<file path="src/rtl/bz_link_arbiter.sv">
// rtl/bz_link_arbiter.sv - packet-atomic round-robin arbiter serialising packets onto the 11-bit link
// Optional feature macro: BZ_LINK_PARITY_EN (even parity over the payload in D2 bit 10)
module bz_link_arbiter #(
  parameter  int NUM_SRC = 2,
  parameter  int CNT_W   = 16,
  localparam int GW      = (NUM_SRC > 1) ? $clog2(NUM_SRC) : 1
) (
  input  logic                    clk,
  input  logic                    reset_n,
  input  logic [NUM_SRC-1:0]      src_valid,
  output logic [NUM_SRC-1:0]      src_ready,
  input  logic [NUM_SRC*10-1:0]   src_route,
  input  logic [NUM_SRC*32-1:0]   src_payload,
  output logic [10:0]             top_out,
  output logic                    top_valid_out,
  input  logic                    top_ready_out,
  output logic [GW-1:0]           grant_id,
  output logic                    busy,
  output logic [CNT_W-1:0]        pkt_count
);

  typedef enum logic [2:0] {
    S_IDLE = 3'd0,
    S_HDR  = 3'd1,
    S_D0   = 3'd2,
    S_D1   = 3'd3,
    S_D2   = 3'd4
  } state_t;

  state_t             r_state;
  logic [GW-1:0]      r_ptr;
  logic [GW-1:0]      r_grant;
  logic [31:0]        r_payload;
  logic [10:0]        r_top_out;
  logic               r_top_valid;
  logic               r_busy;
  logic [CNT_W-1:0]   r_pkt_count;

  logic [9:0]         w_route   [NUM_SRC];
  logic [31:0]        w_payload [NUM_SRC];
  logic               w_load;
  logic               w_found;
  logic [GW-1:0]      w_pick;
  logic [GW-1:0]      w_idx;
  logic [GW-1:0]      w_next_ptr;
  logic [NUM_SRC-1:0] w_src_ready;
  logic               w_xfer;
  logic               w_d2_msb;

  // Unpack the flat per-source buses so the picked source can be indexed directly
  for (genvar g = 0; g < NUM_SRC; g++) begin : g_unpack
    assign w_route[g]   = src_route[10*g +: 10];
    assign w_payload[g] = src_payload[32*g +: 32];
  end

`ifdef BZ_LINK_PARITY_EN
  assign w_d2_msb = ^r_payload;
`else
  assign w_d2_msb = 1'b0;
`endif

  // A new packet may be taken when idle or when the last data flit leaves this cycle
  assign w_xfer = r_top_valid & top_ready_out;
  assign w_load = (r_state == S_IDLE) | ((r_state == S_D2) & top_ready_out);

  // Round-robin search: first valid source at or after the pointer, wrapping
  always_comb begin
    w_found = 1'b0;
    w_pick  = '0;
    w_idx   = r_ptr;
    for (int i = 0; i < NUM_SRC; i++) begin
      if (!w_found && src_valid[w_idx]) begin
        w_found = 1'b1;
        w_pick  = w_idx;
      end
      w_idx = (w_idx == GW'(NUM_SRC - 1)) ? '0 : w_idx + 1'b1;
    end
  end

  assign w_next_ptr = (w_pick == GW'(NUM_SRC - 1)) ? '0 : w_pick + 1'b1;

  // Accept handshake is combinational so the source sees it in the load cycle
  always_comb begin
    w_src_ready = '0;
    if (w_load && w_found) begin
      w_src_ready[w_pick] = 1'b1;
    end
  end

  // Packet FSM: walks header and three data flits, reloading at the packet boundary
  always_ff @(posedge clk or negedge reset_n) begin
    if (!reset_n) begin
      r_state     <= S_IDLE;
      r_ptr       <= '0;
      r_grant     <= '0;
      r_payload   <= '0;
      r_top_out   <= '0;
      r_top_valid <= 1'b0;
      r_busy      <= 1'b0;
      r_pkt_count <= '0;
    end else begin
      case (r_state)
        S_HDR: begin
          if (top_ready_out) begin
            r_top_out <= r_payload[10:0];
            r_state   <= S_D0;
          end
        end
        S_D0: begin
          if (top_ready_out) begin
            r_top_out <= r_payload[21:11];
            r_state   <= S_D1;
          end
        end
        S_D1: begin
          if (top_ready_out) begin
            r_top_out <= {w_d2_msb, r_payload[31:22]};
            r_state   <= S_D2;
          end
        end
        S_D2: begin
          if (w_xfer) begin
            r_pkt_count <= r_pkt_count + 1'b1;
          end
        end
        default: begin
        end
      endcase

      // Packet boundary: start the next packet or fall back to idle
      if (w_load) begin
        if (w_found) begin
          r_payload   <= w_payload[w_pick];
          r_top_out   <= {1'b0, w_route[w_pick]};
          r_top_valid <= 1'b1;
          r_busy      <= 1'b1;
          r_grant     <= w_pick;
          r_ptr       <= w_next_ptr;
          r_state     <= S_HDR;
        end else begin
          r_top_out   <= '0;
          r_top_valid <= 1'b0;
          r_busy      <= 1'b0;
          r_state     <= S_IDLE;
        end
      end
    end
  end

  assign src_ready     = w_src_ready;
  assign top_out       = r_top_out;
  assign top_valid_out = r_top_valid;
  assign grant_id      = r_grant;
  assign busy          = r_busy;
  assign pkt_count     = r_pkt_count;

endmodule

</file>
<file path="config.mk">
export PLATFORM = sky130hd
export DESIGN_NAME = bz_link_arbiter
export DESIGN_NICKNAME = d
export VERILOG_FILES = /design/src/rtl/bz_link_arbiter.sv
export SDC_FILE = /design/constraint.sdc
export NUM_CORES = 1
export LEC_CHECK = 0
export ABC_AREA = 1
export BUFFER_PORTS_ARGS = -buffer_cell sky130_fd_sc_hd__buf_2
export CORE_MARGIN = 2
export CORE_UTILIZATION = 43
export CTS_CLUSTER_SIZE = 40
export DETAILED_ROUTE_END_ITERATION = 6
export PLACE_DENSITY = 0.85
export SYNTH_ARGS = -nofsm -noshare
export SYNTH_HDL_FRONTEND = slang
export SYNTH_SLANG_ARGS = --single-unit
</file>
<file path="constraint.sdc">
create_clock -name clk -period 1.7 [get_ports clk]
set_clock_uncertainty 0.15 [all_clocks]
set_input_delay 0.34 -clock clk [delete_from_list [all_inputs] [get_ports clk]]
set_output_delay 0.34 -clock clk [all_outputs]
set_load 0.05 [all_outputs]
</file>
==> results.txt <==
* Worst reg2reg path depth: 9
* Layout cell share with drive strength beyond 1: 0.302
- Pin count of the biggest net entering global routing: 66
* Synthesized net count: 541
* Violations in the final reports: negative setup slack
- Cell Count, Final, Fillers Out: 692
- Total number of H-tree levels: 3
* Port Buffers: 120
- In the synthesized netlist the dominant register cell turns out to be sky130_fd_sc_hd__dfrtp_1.
- Sequential share of the synthesized area: 0.493
- For this design the top-level I/O count stands at 121.
* FF-to-FF setup slack: -0.03 ns
- Post-synth top area cell: sky130_fd_sc_hd__dfrtp_1
- Minimum clock period: 1.93 ns
- The total overflow left after global routing is 0.
* Final cell utilization of the core: 0.604
* Global router's overall resource usage: 0.228
- The synthesized design contains 65 register bits.
* Fmax: 519 MHz
* Synthesis-to-finish area growth: 34.0%
* Final critical-path setup slack: -0.225 ns
- Clock-pin slew was measured on the worst setup and hold paths at 0.07 ns.
* Maxcap violations: 0
- The min-delay analysis places its worst path in the category in -> reg.
* Total number of yosys warnings: 0
- Post-detailed-route DRC marker count: 0
- Final setup violation count: 4
* Arrival time worst endpoint: 1.44 ns
- STA classifies the critical path startpoint as a register.
- For the worst setup path, the data required time is 1.21 ns.
- Detail-routed via count per cell: 5.08
- In this run the power density over the cells is 1690 nW/um^2.
- For this configuration, the core starts out at a cell density of 0.450.
* First-pass iteration count of the detailed router: 7
- Inserted Clock Buffers: 9
- The number of slew-limit violations in the final report came to 0.
* Reg-to-Reg Start: r_state[1]
- Iter 0 DRT Violations: 240
- CTS saw 65 sinks.
- Of all nets on the critical path, the largest fanout is 3.
- The total count of hold-check failures in the final report came to 0.
* Antenna viol nets, final: 0
- Simple-gate share of the synthesized area: 0.405
- Area share of the largest cell type after synthesis: 0.493
* Std cell rows: 31
- The synthesized design contains 0 enable-type register cells.
- Detailed routing inserted a total of 3514 vias.
- After detailed routing, the total wire length is 9390 um.
- Wire length of the first global-routing pass: 15300 um
- Clock Tree Root: sky130_fd_sc_hd__clkbuf_8
- Along the worst hold path, the cell count comes to 3.
- After synthesis, the largest family of logic cells by area is simple AND/OR/NAND/NOR gates.
- The worst setup path is of the reg -> out kind.
* Vias in the first global route: 3376
- The portion of synthesized area spent on multiplexers is 0.
- Including well taps, the total number of placed cells is 672.
- For the pin with the worst max-slew slack, the measured transition is 0.357 ns.
- Worst hold path startpoint: src_payload[5]
- Max-slew headroom at the worst pin: 0.761
- The die covers 8400 um^2.
* Static leakage power: 2.36 nW
* Worst flop-to-flop path endpoint: top_out[6]
* Cell area after layout: 4430 um^2
* Capturing element type of the critical path: primary output
- Xor and xnor area share after synthesis: 0.0212
- VDD sags by at most 0.694 mV.
* Fin Hold WS: 0.0544 ns
* Chip height: 91.6 um
- Synth Area in Adders: 0.00379
* Unique cell type count in the Yosys netlist: 26
- The region available for standard cell placement spans 7330 um^2.
- At the later pin of the worst-skew pair, clock insertion delay measures 0.34 ns.
- The cell area that synthesis handed to floorplanning was 3300 um^2.
- Antenna violations before repair: 0
- In this run the cell area measured after placement is 4120 um^2.
- Total inserted antenna cells: 0
- Dominant cells by area after synthesis: sky130_fd_sc_hd__dfrtp_1 49%, sky130_fd_sc_hd__nand2_1 27%, sky130_fd_sc_hd__nand3_1 8.3%, sky130_fd_sc_hd__inv_1 2.0%, sky130_fd_sc_hd__nor2_1 1.8%
- The cell count after synthesis came out at 451.
- The run finished, with violations left.
* Placed wire-length estimate after detailed placement: 6850 um
- Setup repair after global routing could not meet its margin everywhere.
- After the last flow step, the layout net total stands at 678.
- Hold Crit Endpoint: r_payload[5]
* Clock tree from TritonCTS: yes
* Final routed wire length divided by cell count: 13.6 um
- Post-synthesis area per instance: 7.32 um^2
- Clock Path Buffers: 2
* Portion of the clock cycle consumed by the worst path in the final layout: 1.13
- From left edge to right edge, the die measures 91.6 um.
- Routability-driven placement finished with a final weighted congestion of 0.875.
* Ys async rst share: 1.00
- The area fraction in compound gates after synthesis came to 0.0273.
[worst max path at each step]
stage / slack, ns / cells past startpoint / from / to
final: -0.23 / 6 / r_state[1] / src_ready[0]
after global routing: -0.27 / 6 / r_state[1] / src_ready[0]
after CTS: -0.22 / 6 / r_state[1] / src_ready[0]
after detailed placement: 0.02 / 8 / pkt_count[0] / pkt_count[10]
after global placement: 0.1 / 6 / r_state[2] / src_ready[0]
after floorplan: -0.04 / 8 / pkt_count[0] / pkt_count[10]
[layout by cell type, fill, tap and decap left out]
cell / instances
sky130_fd_sc_hd__a21boi_1: 1
sky130_fd_sc_hd__buf_4: 19
sky130_fd_sc_hd__inv_1: 15
sky130_fd_sc_hd__clkinv_2: 2
sky130_fd_sc_hd__o21ai_0: 7
sky130_fd_sc_hd__dfrtp_2: 4
sky130_fd_sc_hd__clkinvlp_4: 3
sky130_fd_sc_hd__nor3_1: 1
sky130_fd_sc_hd__nor2_4: 7
sky130_fd_sc_hd__clkbuf_1: 3
sky130_fd_sc_hd__nand4_1: 7
sky130_fd_sc_hd__inv_2: 3
sky130_fd_sc_hd__nor3_2: 1
sky130_fd_sc_hd__a22o_1: 1
sky130_fd_sc_hd__o21ai_2: 2
sky130_fd_sc_hd__nand2_2: 1
sky130_fd_sc_hd__nor2_1: 12
sky130_fd_sc_hd__ha_4: 1
sky130_fd_sc_hd__nand3b_1: 1
sky130_fd_sc_hd__nand3_4: 1
sky130_fd_sc_hd__buf_6: 3
sky130_fd_sc_hd__xnor2_1: 5
sky130_fd_sc_hd__buf_12: 1
sky130_fd_sc_hd__o21ai_4: 1
sky130_fd_sc_hd__dfrtp_1: 61
sky130_fd_sc_hd__nand3_1: 55
sky130_fd_sc_hd__bufinv_16: 1
sky130_fd_sc_hd__dlygate4sd3_1: 1
sky130_fd_sc_hd__o21bai_1: 1
sky130_fd_sc_hd__buf_2: 118
sky130_fd_sc_hd__clkbuf_8: 10
sky130_fd_sc_hd__nand2_4: 1
sky130_fd_sc_hd__xor2_1: 3
sky130_fd_sc_hd__nand2_1: 238
sky130_fd_sc_hd__a22oi_1: 1
sky130_fd_sc_hd__o21ai_1: 1
[cells in the mapped netlist (2+ instances only)]
master	count
sky130_fd_sc_hd__dfrtp_1	65
sky130_fd_sc_hd__nand2_1	240
sky130_fd_sc_hd__xor2_1	3
sky130_fd_sc_hd__nand4_1	7
sky130_fd_sc_hd__buf_4	4
sky130_fd_sc_hd__inv_1	18
sky130_fd_sc_hd__clkbuf_1	2
sky130_fd_sc_hd__xnor2_1	5
sky130_fd_sc_hd__nor2_1	16
sky130_fd_sc_hd__inv_2	2
sky130_fd_sc_hd__nand3_1	55
sky130_fd_sc_hd__buf_2	10
sky130_fd_sc_hd__nor3_1	2
sky130_fd_sc_hd__o21ai_0	9
sky130_fd_sc_hd__nor2_4	2
[sequential cells by signal (all words and copies together), names as in the netlist]
register / cells
busy: 1
grant_id: 1
pkt_count: 16
r_payload: 32
r_ptr: 1
r_state: 3
top_out: 11
[power by group]
part           leakage [nW]  internal [mW]  switching, mW  total, mW
Combinational          1.45           1.18           2.41       3.60
Clock                0.0974          0.715          0.572       1.29
Sequential            0.815           2.17          0.409       2.58
[per-layer routing]
layer	vias to the layer above	share of wire	GRT usage
met2	175	0.48	0.376
met3	23	0.072	0.0477
met5	-	0	0
met1	1617	0.42	0.292
met4	0	0.024	0.0934
li1	1699	-	-
[metrics by stage]
stage               total power [mW]  worst slack, ns  TNS, ns
finish                          7.46           -0.225   -0.451
CTS                             7.34           -0.220   -0.396
global route                    7.99           -0.272    -2.52
floorplan                       4.98          -0.0424  -0.0686
global placement                5.89           0.0963        0
detailed placement              6.00           0.0186        0
[cell families (layout without fill, tap and decap cells)]
group / Yosys count / count (layout)
and+or+nand+nor: 325 / 325
adders and majority gates: 1 / 1
DFF: 65 / 65
buffers and inverters: 37 / 179
xor gates and xnor gates: 8 / 8
AOI/OAI and AO/OA: 15 / 15
[repair_timing]
action / in CTS / in global routing
setup buffers: 0 / 2
pin swaps: 0 / 3
resized for setup: 7 / 18
setup endpoints to repair: 3 / 47
gates cloned: 0 / 1
hold buffers: 1 / 0
hold endpoints to repair: 65 / 0
[cell type report]
type | instances | area (um^2)
well taps | 99 | 124
clock inverters | 3 | 40.0
repair buffers | 142 | 797
flip-flops and latches | 65 | 1630
fillers | 635 | 2910
repair inverters | 1 | 7.51
inverters | 20 | 82.6
clock buffers | 13 | 149
multi-input cells | 349 | 1590
[worst max-delay path, stage by stage, from the launching register on]
cell                      delay (ns)
sky130_fd_sc_hd__dfrtp_1        0.41
sky130_fd_sc_hd__nor2_4         0.16
sky130_fd_sc_hd__o21ai_4        0.09
sky130_fd_sc_hd__nor2_4         0.10
sky130_fd_sc_hd__inv_2          0.06
sky130_fd_sc_hd__nor2_4         0.11
sky130_fd_sc_hd__buf_6          0.17
No activity file was read; power rests on OpenSTA's default activity.
